### src/rtl/peripheral_dbg_soc_ring_router_gateway_mux.sv
// Three-way worm-preserving merge of ring, local and external-gateway debug flits
// onto a single registered ring output.
package peripheral_dbg_soc_ring_router_gateway_mux_pkg;
  typedef struct packed {
    logic [15:0] data;
    logic        last;
    logic        valid;
  } dii_flit;
endpackage

module peripheral_dbg_soc_ring_router_gateway_mux
  import peripheral_dbg_soc_ring_router_gateway_mux_pkg::*;
#(
  parameter int unsigned RING_PRIORITY = 0
) (
  input  logic    clk,
  input  logic    rst,
  input  dii_flit in_ring,
  input  dii_flit in_local,
  input  dii_flit in_ext,
  output logic    in_ring_ready,
  output logic    in_local_ready,
  output logic    in_ext_ready,
  output dii_flit out_ring,
  input  logic    out_ring_ready
);

  typedef enum logic {IDLE, LOCKED} state_e;

  localparam logic [1:0] SRC_RING  = 2'd0;
  localparam logic [1:0] SRC_LOCAL = 2'd1;
  localparam logic [1:0] SRC_EXT   = 2'd2;

  state_e     state_q, state_d;
  logic [1:0] grant_q, grant_d;
  logic [1:0] last_grant_q, last_grant_d;
  dii_flit    out_q, out_d;

  // Fourth slot is a tied-off dummy so a 2-bit select never indexes past the array.
  dii_flit    in_arr [4];
  logic [3:0] in_valid;
  logic [2:0] ready_vec;
  logic [1:0] sel;
  logic [1:0] cand;
  logic       sel_vld;
  logic       can_load;
  logic       accept;
  dii_flit    gflit;

  function automatic logic [1:0] next_src(input logic [1:0] s);
    return (s == SRC_EXT) ? SRC_RING : s + 2'd1;
  endfunction

  assign in_arr[0] = in_ring;
  assign in_arr[1] = in_local;
  assign in_arr[2] = in_ext;
  assign in_arr[3] = '0;
  assign in_valid  = {1'b0, in_ext.valid, in_local.valid, in_ring.valid};

  // Source selection: locked worms keep their source, otherwise arbitrate afresh.
  always_comb begin
    sel     = grant_q;
    sel_vld = 1'b0;
    cand    = next_src(last_grant_q);
    if (state_q == LOCKED) begin
      sel     = grant_q;
      sel_vld = 1'b1;
    end else if (RING_PRIORITY != 0) begin
      if (in_ring.valid) begin
        sel     = SRC_RING;
        sel_vld = 1'b1;
      end else if (in_local.valid) begin
        sel     = SRC_LOCAL;
        sel_vld = 1'b1;
      end else if (in_ext.valid) begin
        sel     = SRC_EXT;
        sel_vld = 1'b1;
      end
    end else begin
      for (int k = 0; k < 3; k++) begin
        if (!sel_vld && in_valid[cand]) begin
          sel     = cand;
          sel_vld = 1'b1;
        end
        cand = next_src(cand);
      end
    end
  end

  // Readies are forced low while reset is held, independent of the input valids.
  assign can_load = rst & (~out_q.valid | out_ring_ready);
  assign gflit    = in_arr[sel];
  assign accept   = can_load & sel_vld & gflit.valid;

  generate
    for (genvar gi = 0; gi < 3; gi++) begin : g_ready
      assign ready_vec[gi] = sel_vld && (sel == 2'(gi)) && can_load;
    end
  endgenerate

  assign in_ring_ready  = ready_vec[0];
  assign in_local_ready = ready_vec[1];
  assign in_ext_ready   = ready_vec[2];
  assign out_ring       = out_q;

  always_comb begin
    state_d      = state_q;
    grant_d      = grant_q;
    last_grant_d = last_grant_q;
    out_d        = out_q;
    if (accept) begin
      out_d       = gflit;
      out_d.valid = 1'b1;
      if (state_q == IDLE) begin
        last_grant_d = sel;
        if (!gflit.last) begin
          state_d = LOCKED;
          grant_d = sel;
        end
      end else if (gflit.last) begin
        state_d = IDLE;
      end
    end else if (out_ring_ready) begin
      out_d.valid = 1'b0;
    end
  end

  always_ff @(posedge clk or negedge rst) begin
    if (!rst) begin
      state_q      <= IDLE;
      grant_q      <= SRC_RING;
      last_grant_q <= SRC_EXT;
      out_q        <= '0;
    end else begin
      state_q      <= state_d;
      grant_q      <= grant_d;
      last_grant_q <= last_grant_d;
      out_q        <= out_d;
    end
  end

endmodule

### config.mk
export PLATFORM = sky130hd
export DESIGN_NAME = peripheral_dbg_soc_ring_router_gateway_mux
export DESIGN_NICKNAME = d
export VERILOG_FILES = /design/src/rtl/peripheral_dbg_soc_ring_router_gateway_mux.sv
export SDC_FILE = /design/constraint.sdc
export NUM_CORES = 1
export LEC_CHECK = 0
export BUFFER_PORTS_ARGS = -buffer_cell sky130_fd_sc_hd__buf_2
export CAP_MARGIN = 20
export CORE_MARGIN = 2
export CORE_UTILIZATION = 45
export DETAILED_ROUTE_END_ITERATION = 8
export PLACE_DENSITY = 0.87
export REMOVE_ABC_BUFFERS = 1
export SLEW_MARGIN = 20
export SYNTH_ARGS = -nofsm -noshare
export SYNTH_HDL_FRONTEND = slang
export SYNTH_SLANG_ARGS = --single-unit
### constraint.sdc
create_clock -name clk -period 6.9 [get_ports clk]
set_input_delay 1.725 -clock clk [delete_from_list [all_inputs] [get_ports clk]]
set_output_delay 1.725 -clock clk [all_outputs]
set_load 0.01 [all_outputs]
==> impl_metrics.ini, run 1 <==
[worst_setup_path]
critPathRequiredTime_ps = 5180
slowest_delay_ps = 600
r2r_start = last_grant_q[1]
crit_chain = buf_2, or2_1, and3b_1, o221ai_2, o21a_1, and2_1, buf_2
path_class = input pin to output port
start_kind = input pin
rr_endpoint = grant_q[0]
end_kind = output port
endpoint = in_ring_ready
path_max_fanout = 19
slowest_stage = o21a_1
startpoint = in_ext[0]
critPathMostFrequentCell = buf_2
cp.arrival_ps = 3530
ff2ff_setup_slack_ps = 3440
ff2ff_path_depth = 8

[floorplanning]
die_w_um = 56.5
num_io_pins = 78
coreArea_um2 = 2690
initial_core_util_pct = 46.2
std_cell_rows = 19
die_area_um2 = 3190
die_y_um = 56.5

[clock_tree]
cts_resized = 0
cts_tree = built
htree_levels = 1
numCtsBuffers = 3
path_clk_slew_ps = 110
cts-hold-fix-buffers = 0
clk_path_buf_depth = 2
cts_sinks = 23
clock-root-buffer = clkbuf_4
clk_latency_ps = 310
postCtsSetupBuffers = 0

[drt]
drc = 0
wl_um = 3040
dr.pass1.iters = 5
drtIter0Drc = 92
dr_total_vias = 1298
vias_per_cell = 5.59
antenna_left = 0
wire_per_inst_um = 13.1

[global_route]
grt_use_met3_pct = 3.23
busiest_layer = met2
gr-usage-met1_pct = 26.6
gr-total-overflow = 0
grt_max_degree = 25
track_usage_pct = 20.7
gr-usage-met2_pct = 34.7
grt_pass1_vias = 1170
antenna_found_initial = 0
grt_pass1_wl_um = 5130

[final_layout]
fin_cells = 232
diodes = 0
final_nets = 259
synthToLayoutAreaGrowth_pct = 33.2
drive_gt1_share_pct = 42.8

[sta]
slew_violations = 0
fin_crit_sh_pct = 76.1
tightest_slew_ps = 707
period_minus_slack_ps = 5250
max_freq_mhz = 190
hold_viol = 0
setup_viol_count_final = 0
fin_worst_skew_ps = 9.13
fin_setup_tns_ps = 0
slew_headroom_pct = 52.9
rsz0062_at_grt = no

[logic_synthesis]
synth_top_area_share_pct = 44.4
postSynthAreaPerCell_um2 = 9.61
yosysTopAreaCell = dfrtp_1
ys_ff_latch = 23
synth_cell_type_count = 33
syn_inst = 129
ys_top_cells_by_area = dfrtp_1 (44%), a222oi_1 (13%), o21ai_1 (8.1%), nand2_1 (7.0%), dfstp_2 (2.1%)
ys_warn_count = 0
ys_seq_area_share_pct = 46.5
synth_area_um2 = 1240

[placed_design]
placedCellCount = 228
io_buffers = 77
place_congestion = 0.869
hpwl_um = 2390

[power]
p_sw_uw = 304
intPower_uw = 386
leakagePower_nw = 0.862
seqPwrFrac_pct = 34.7
vdd_drop_max_mv = 0.281
p_clk_share_pct = 8.7
pwr_density_cell_nw_per_um2 = 418
power_switching_share_pct = 44.0
comb_power_share_pct = 56.6

[hold_path]
hp-class = register to register
whs_path_depth = 2

[status]
status = finished, final reports clean

[flow_run]
cap_violations = 0
[cell usage after synthesis]
cell type,instances
clkbuf_1,6
nand2b_1,2
nand4bb_1,1
dfstp_2,1
o21a_1,1
o21ai_0,1
inv_1,5
buf_4,3
a21oi_1,2
nor3b_1,2
nor2b_1,2
o21ai_1,20
o221ai_2,1
a21o_1,1
and3b_1,1
a311o_2,1
and2_1,3
dfrtp_1,22
nand2_1,23
o211a_1,1
buf_2,1
a22oi_1,1
a222oi_1,16
nor2_1,2
o31ai_1,1
nand3b_1,1
a221o_1,1
mux2_1,2
nor3b_2,1
a21boi_1,1
o311ai_0,1
or2_1,1
nor3_1,1
[through the flow]
stage	worst slack [ps]	power (mW)	hold slack (ps)	util, %	instance area (µm²)
CTS	1640	0.700	506	61.5	1650
global route	1520	0.762	524	61.5	1650
global placement	1520	0.629	463	60.4	1620
floorplan	2100	0.499	484	-	1190
detailed placement	1640	0.639	475	60.5	1630
finish	1650	0.690	499	61.5	1650
[worst min path at each step]
stage | from | end
floorplan | last_grant_q[1] | last_grant_q[1]
global placement | out_ring[8] | out_ring[8]
detailed placement | out_ring[7] | out_ring[7]
CTS | out_ring[5] | out_ring[5]
global route | out_ring[3] | out_ring[3]
finish | out_ring[5] | out_ring[5]
[area by class of cell]
cell class	instances	area [µm²]
well taps	31	38.8
fillers	253	1030
repair buffers	78	393
clock buffers	4	26.3
inverters	5	18.8
flip-flops and latches	23	577
multi-input cells	91	598
[metal layers]
layer | up-vias | part of all wire [%]
met1 | 595 | 41
li1 | 639 | -
met4 | 0 | 1.4
met2 | 60 | 50
met5 | - | 0
met3 | 4 | 7.5
[power by group through the flow]
stage | Sequential [mW] | Clock, mW | Combinational [mW]
6_report | 0.239 | 0.0599 | 0.390
5_1_grt | 0.249 | 0.0696 | 0.443
4_1_cts | 0.241 | 0.0638 | 0.396
3_5_place_dp | 0.243 | 0 | 0.396
3_3_place_gp | 0.243 | 0 | 0.386
2_1_floorplan | 0.259 | 0 | 0.240
[cell families (layout without fill, tap and decap cells)]
logic type,after synthesis,after routing,synth area share [%]
multiplexers,2,2,1.82
AND/OR/NAND/NOR,40,40,16.4
buffers and inverters,15,87,5.55
AO/OA/AOI/OAI,49,49,29.7
flip-flops,23,23,46.5
[worst max-delay path: cells and delay by family]
| family | cells | cell delay, ps |
|---|---|---|
| buffers and inverters | 2 | 260 |
| AND/OR/NAND/NOR | 3 | 650 |
| AO/OA/AOI/OAI | 2 | 890 |
[flip-flops by register name (all words and copies together), names as in the netlist]
| name | cells |
|---|---|
| grant_q | 2 |
| out_ring | 18 |
| state_q | 1 |
| last_grant_q | 2 |
[layout by cell type, fill, tap and decap left out, drive strengths merged, types with 2 or more instances in the layout]
master / synthesis / final
a21oi: 2 / 2
a222oi: 16 / 16
and2: 3 / 3
buf: 4 / 78
clkbuf: 6 / 4
dfrtp: 22 / 22
inv: 5 / 5
mux2: 2 / 2
nand2: 23 / 23
nand2b: 2 / 2
nor2: 2 / 2
nor2b: 2 / 2
nor3b: 3 / 3
o21ai: 21 / 21
No activity file was read; power rests on OpenSTA's default activity.
==> inputs of run 2 (changes only) <==
- CORE_UTILIZATION: 45 -> 38
- PLACE_DENSITY: 0.87 -> 0.78
- clock period: 6.9 -> 4.8 ns (I/O delays scaled with it)
==> run 2 against run 1 <==
  * Combinational power is 51% higher
  * Final area up 2.1%
  * Global-route usage down 2.3 points
  * Power increased by 48%
  * Highest routed layer unchanged
==> impl_metrics.ini, run 2 (synthesis gave the netlist of run 1 again) <==
[global_route]
track_usage_pct = 18.3
gr-total-overflow = 0
grt_pass1_wl_um = 5150
antenna_found_initial = 0
grt_pass1_vias = 1188
grt_max_degree = 25

[worst_setup_path]
rr_endpoint = grant_q[0]
cp.arrival_ps = 2510
r2r_start = last_grant_q[1]
slowest_delay_ps = 290
critPathRequiredTime_ps = 3600
critPathBufInv = 2
crit_chain = buf_2, or2_1, and3b_1, o221ai_2, o211a_1, and2_1, buf_2
path_max_fanout = 6
path_delay_family = simple AND/OR/NAND/NOR gates
ff2ff_setup_slack_ps = 2020
slowest_stage = o221ai_2
ff2ff_path_depth = 8
path_class = input pin to output port
start_kind = input pin
end_kind = output port
critPathMostFrequentCell = buf_2

[power]
comb_power_share_pct = 57.6
p_total_mw = 1.02
intPower_uw = 575
pwr_density_cell_nw_per_um2 = 605
seqPwrFrac_pct = 33.8
vdd_drop_max_mv = 0.216
p_clk_share_pct = 8.6
p_sw_uw = 445
leakagePower_nw = 0.875
power_switching_share_pct = 43.6

[drt]
drtIter0Drc = 101
dr.pass1.iters = 7
antenna_left = 0
drc = 0
dr_total_vias = 1301
vias_per_cell = 5.25
wire_per_inst_um = 12.4
wl_um = 3070

[placed_design]
placedCellCount = 244
place_congestion = 0.914
io_buffers = 77
post_dp_cell_area_um2 = 1660
hpwl_um = 2310

[final_layout]
final_nets = 262
post-route-util_pct = 54.8
diodes = 0
largest_reg_flops = 18
fin_cells = 248
most-common-layout-cells = buf_2 (77), nand2_1 (23), dfrtp_1 (22)
final_cell_area_um2 = 1690
n_fill_cell = 314
final_common_cell = buf_2
multi_input_area_um2 = 594
synthToLayoutAreaGrowth_pct = 36.0
final-seq-area_um2 = 577
drive_gt1_share_pct = 43.1

[clock_tree]
htree_levels = 1
numCtsBuffers = 3
cts_tree = built
cts_resized = 0
clk_latency_ps = 300
clock-root-buffer = clkbuf_4
cts_sinks = 23
path_clk_slew_ps = 120
cts-hold-fix-buffers = 0
clk_path_buf_depth = 2
postCtsSetupBuffers = 0

[hold_path]
hp-start = out_ring[2]
hold_path_end = out_ring[2]
hp-class = register to register
whs_path_depth = 2

[sta]
fin_worst_skew_ps = 7.20
fin_setup_tns_ps = 0
slew_headroom_pct = 62.2
max_freq_mhz = 270
setup_viol_count_final = 0
period_minus_slack_ps = 3710
tightest_slew_ps = 567
slew_violations = 0
hold_viol = 0
rsz0062_at_grt = no
fin_crit_sh_pct = 77.3

[floorplanning]
std_cell_rows = 20
initial_core_util_pct = 40.3
die_area_um2 = 3740
die_y_um = 61.1
num_io_pins = 78
coreArea_um2 = 3080
die_w_um = 61.1

[status]
status = finished, final reports clean

[flow_run]
cap_violations = 0
==> run 2: cell types whose count changed in the layout (fill, tap and decap cells not counted), sizes merged <==
cell	delta
buf	+3
==> run 2: worst max path at each step <==
stage	start	to	slack [ps]	cells past startpoint
finish	in_ext[0]	in_local_ready	1090	7
global route	in_ext[0]	in_local_ready	970	7
CTS	in_ext[0]	in_local_ready	1080	7
detailed placement	in_ext[0]	grant_q[0]	1070	9
global placement	in_ext[0]	in_local_ready	1130	7
floorplan	in_ext[0]	grant_q[0]	990	7
==> run 2: per-layer routing <==
| layer | vias up | routed length (µm) | GRT usage, % |
|---|---|---|---|
| met4 | 0 | 27 | 5.59 |
| met3 | 2 | 280 | 3.15 |
| met1 | 587 | 1380 | 25.0 |
| li1 | 642 | - | - |
| met2 | 70 | 1380 | 29.9 |
| met5 | - | 0 | 0 |
==> run 2: layout make-up <==
cell class              instances  area share [%]
multi-input cells              91            35.2
flip-flops and latches         23            34.2
repair buffers                 81            24.6
well taps                      44            3.26
clock buffers                   4            1.56
inverters                       5            1.11
==> run 2: power groups by stage <==
stage,registers (mW),clock network (mW),logic [mW]
finish,0.345,0.0875,0.588
global route,0.360,0.101,0.661
CTS,0.346,0.0904,0.594
detailed placement,0.347,0,0.596
global placement,0.349,0,0.584
floorplan,0.373,0,0.345
==> run 2: worst min-delay path: stages (launching register included) <==
cell	delay (ps)
dfrtp_1	360
nand2_1	50
o21ai_1	60
==> run 2: metrics by stage <==
| step | setup slack (ps) | hold slack, ps |
|---|---|---|
| finish | 1090 | 491 |
| CTS | 1080 | 498 |
| global route | 972 | 528 |
| floorplan | 991 | 484 |
| detailed placement | 1070 | 470 |
| global placement | 1130 | 465 |
==> inputs of run 3 (changes only) <==
- CORE_UTILIZATION: 38 -> 42
- PLACE_DENSITY: 0.78 -> 0.82
- clock period: 4.8 -> 3.54 ns (I/O delays scaled with it)
==> run 3 against run 2 <==
  * Combinational power is 36% higher
  * Final cell count is 4.4% lower
  * Sequential power is 37% higher
  * Flip-flop and latch count stayed put
  * Die area is 8.9% lower
  * Register-to-register slack worse by 1000 ps
  * Hold slack better by 0.91 ps
  * Clock skew is 5.9 ps lower
  * First-iteration DRC count is 2.0% higher
  * Count of clock-buffer cells in the layout stayed put
  * Critical path type unchanged
  * Critical endpoint is now in_ring_ready
  * Largest power group unchanged
==> impl_metrics.ini, run 3 (synthesis gave the netlist of run 1 again) <==
[worst_setup_path]
path_max_fanout = 6
slowest_delay_ps = 290
path_class = input pin to output port
crit_chain = buf_2, or2_1, and3b_1, o221ai_2, o21a_1, and2_1, buf_2
cp.depth = 7
slowest_stage = o221ai_2
critPathMostFrequentCell = buf_2
path_delay_family = simple AND/OR/NAND/NOR gates
critPathBufInv = 2
ff2ff_path_depth = 7
critPathRequiredTime_ps = 2650
cp.arrival_ps = 2260
end_kind = output port
start_kind = input pin

[sta]
period_minus_slack_ps = 3140
rsz0062_at_grt = no
fin_worst_skew_ps = 1.26
fin_crit_sh_pct = 88.7
slew_violations = 0
tightest_slew_ps = 352
hold_viol = 0
setup_viol_count_final = 0
slew_headroom_pct = 76.5
max_freq_mhz = 318
fin_setup_tns_ps = 0

[global_route]
busiest_layer = met2
grt_max_degree = 24
grt_pass1_wl_um = 5200
gr-usage-met1_pct = 25.1
track_usage_pct = 19.8
grt_pass1_vias = 1290
gr-total-overflow = 0
gr-usage-met2_pct = 33.4
antenna_found_initial = 0
grt_use_met3_pct = 2.86

[clock_tree]
postCtsSetupBuffers = 0
clk_path_buf_depth = 2
cts_resized = 0
cts-hold-fix-buffers = 0
cts_sinks = 23
path_clk_slew_ps = 120
numCtsBuffers = 3
cts_tree = built
htree_levels = 1
clk_latency_ps = 300
clock-root-buffer = clkbuf_4

[final_layout]
post-route-util_pct = 60.6
final_cell_area_um2 = 1690
synthToLayoutAreaGrowth_pct = 35.9
n_fill_cell = 260
final_nets = 264
final_common_cell = buf_2
largest_reg_flops = 18
fin_cells = 237
drive_gt1_share_pct = 43.7
most-common-layout-cells = buf_2 (77), nand2_1 (23), dfrtp_1 (22)
diodes = 0

[hold_path]
whs_path_depth = 2
hp-class = register to register

[status]
status = finished, final reports clean

[drt]
drc = 0
dr_total_vias = 1306
drtIter0Drc = 103
antenna_left = 0
dr.pass1.iters = 4
vias_per_cell = 5.51
wl_um = 3090
wire_per_inst_um = 13.0

[power]
power_switching_share_pct = 43.3
p_clk_share_pct = 8.3
intPower_uw = 787
seqPwrFrac_pct = 34.0
vdd_drop_max_mv = 0.514
comb_power_share_pct = 57.7
p_sw_uw = 602
pwr_density_cell_nw_per_um2 = 824
p_total_mw = 1.39
leakagePower_nw = 0.885

[floorplanning]
num_io_pins = 78
initial_core_util_pct = 44.6
die_y_um = 58.3
coreArea_um2 = 2780
die_w_um = 58.3
std_cell_rows = 19
die_area_um2 = 3400

[placed_design]
place_congestion = 0.960
io_buffers = 77
hpwl_um = 2450
placedCellCount = 233
post_dp_cell_area_um2 = 1660

[flow_run]
cap_violations = 0
## run 3: final cells by class
| cell class | count | area, µm² | share of cell area, % |
|---|---|---|---|
| flip-flops and latches | 23 | 577 | 34.2 |
| clock buffers | 4 | 26.3 | 1.56 |
| inverters | 5 | 18.8 | 1.11 |
| repair buffers | 83 | 430 | 25.5 |
| multi-input cells | 91 | 594 | 35.3 |
| well taps | 31 | 38.8 | 2.30 |
## run 3: final timing paths
| kind | from | endpoint | slack, ps |
|---|---|---|---|
| hold / removal | out_ring[6] | out_ring[6] | 490 |
| setup reg to reg | last_grant_q[1] | grant_q[0] | 1020 |
| max in group asynchronous | rst | last_grant_q[1] | 2710 |
| min in group asynchronous | rst | out_ring[0] | 550 |
| setup / recovery | in_ext[0] | in_ring_ready | 400 |
| hold reg to reg | out_ring[6] | out_ring[6] | 490 |
## run 3: through the flow
| step | hold slack [ps] | worst slack [ps] |
|---|---|---|
| detailed placement | 471 | 399 |
| global placement | 464 | 477 |
| finish | 492 | 400 |
| global route | 525 | 292 |
| floorplan | 484 | 45.9 |
| CTS | 499 | 403 |
## run 3: metal layers
| metal | part of all wire [%] | up-vias |
|---|---|---|
| met4 | 0.61 | 0 |
| met5 | 0 | - |
| met2 | 48 | 64 |
| met3 | 9.6 | 2 |
| met1 | 41 | 593 |
| li1 | - | 647 |
## run 3: power by group through the flow
stage	clock (mW)	sequential (mW)	combinational (mW)
3_3_place_gp	0	0.471	0.800
4_1_cts	0.123	0.472	0.814
3_5_place_dp	0	0.476	0.815
6_report	0.115	0.472	0.802
5_1_grt	0.133	0.488	0.906
2_1_floorplan	0	0.506	0.467
## run 3: worst register-to-register path, cell delays in order (launching register included)
cell,delay (ps)
dfstp_2,580
nand2b_1,140
a311o_2,230
nor2_1,80
o21a_1,250
a221o_1,500
nand4bb_1,290
mux2_1,340
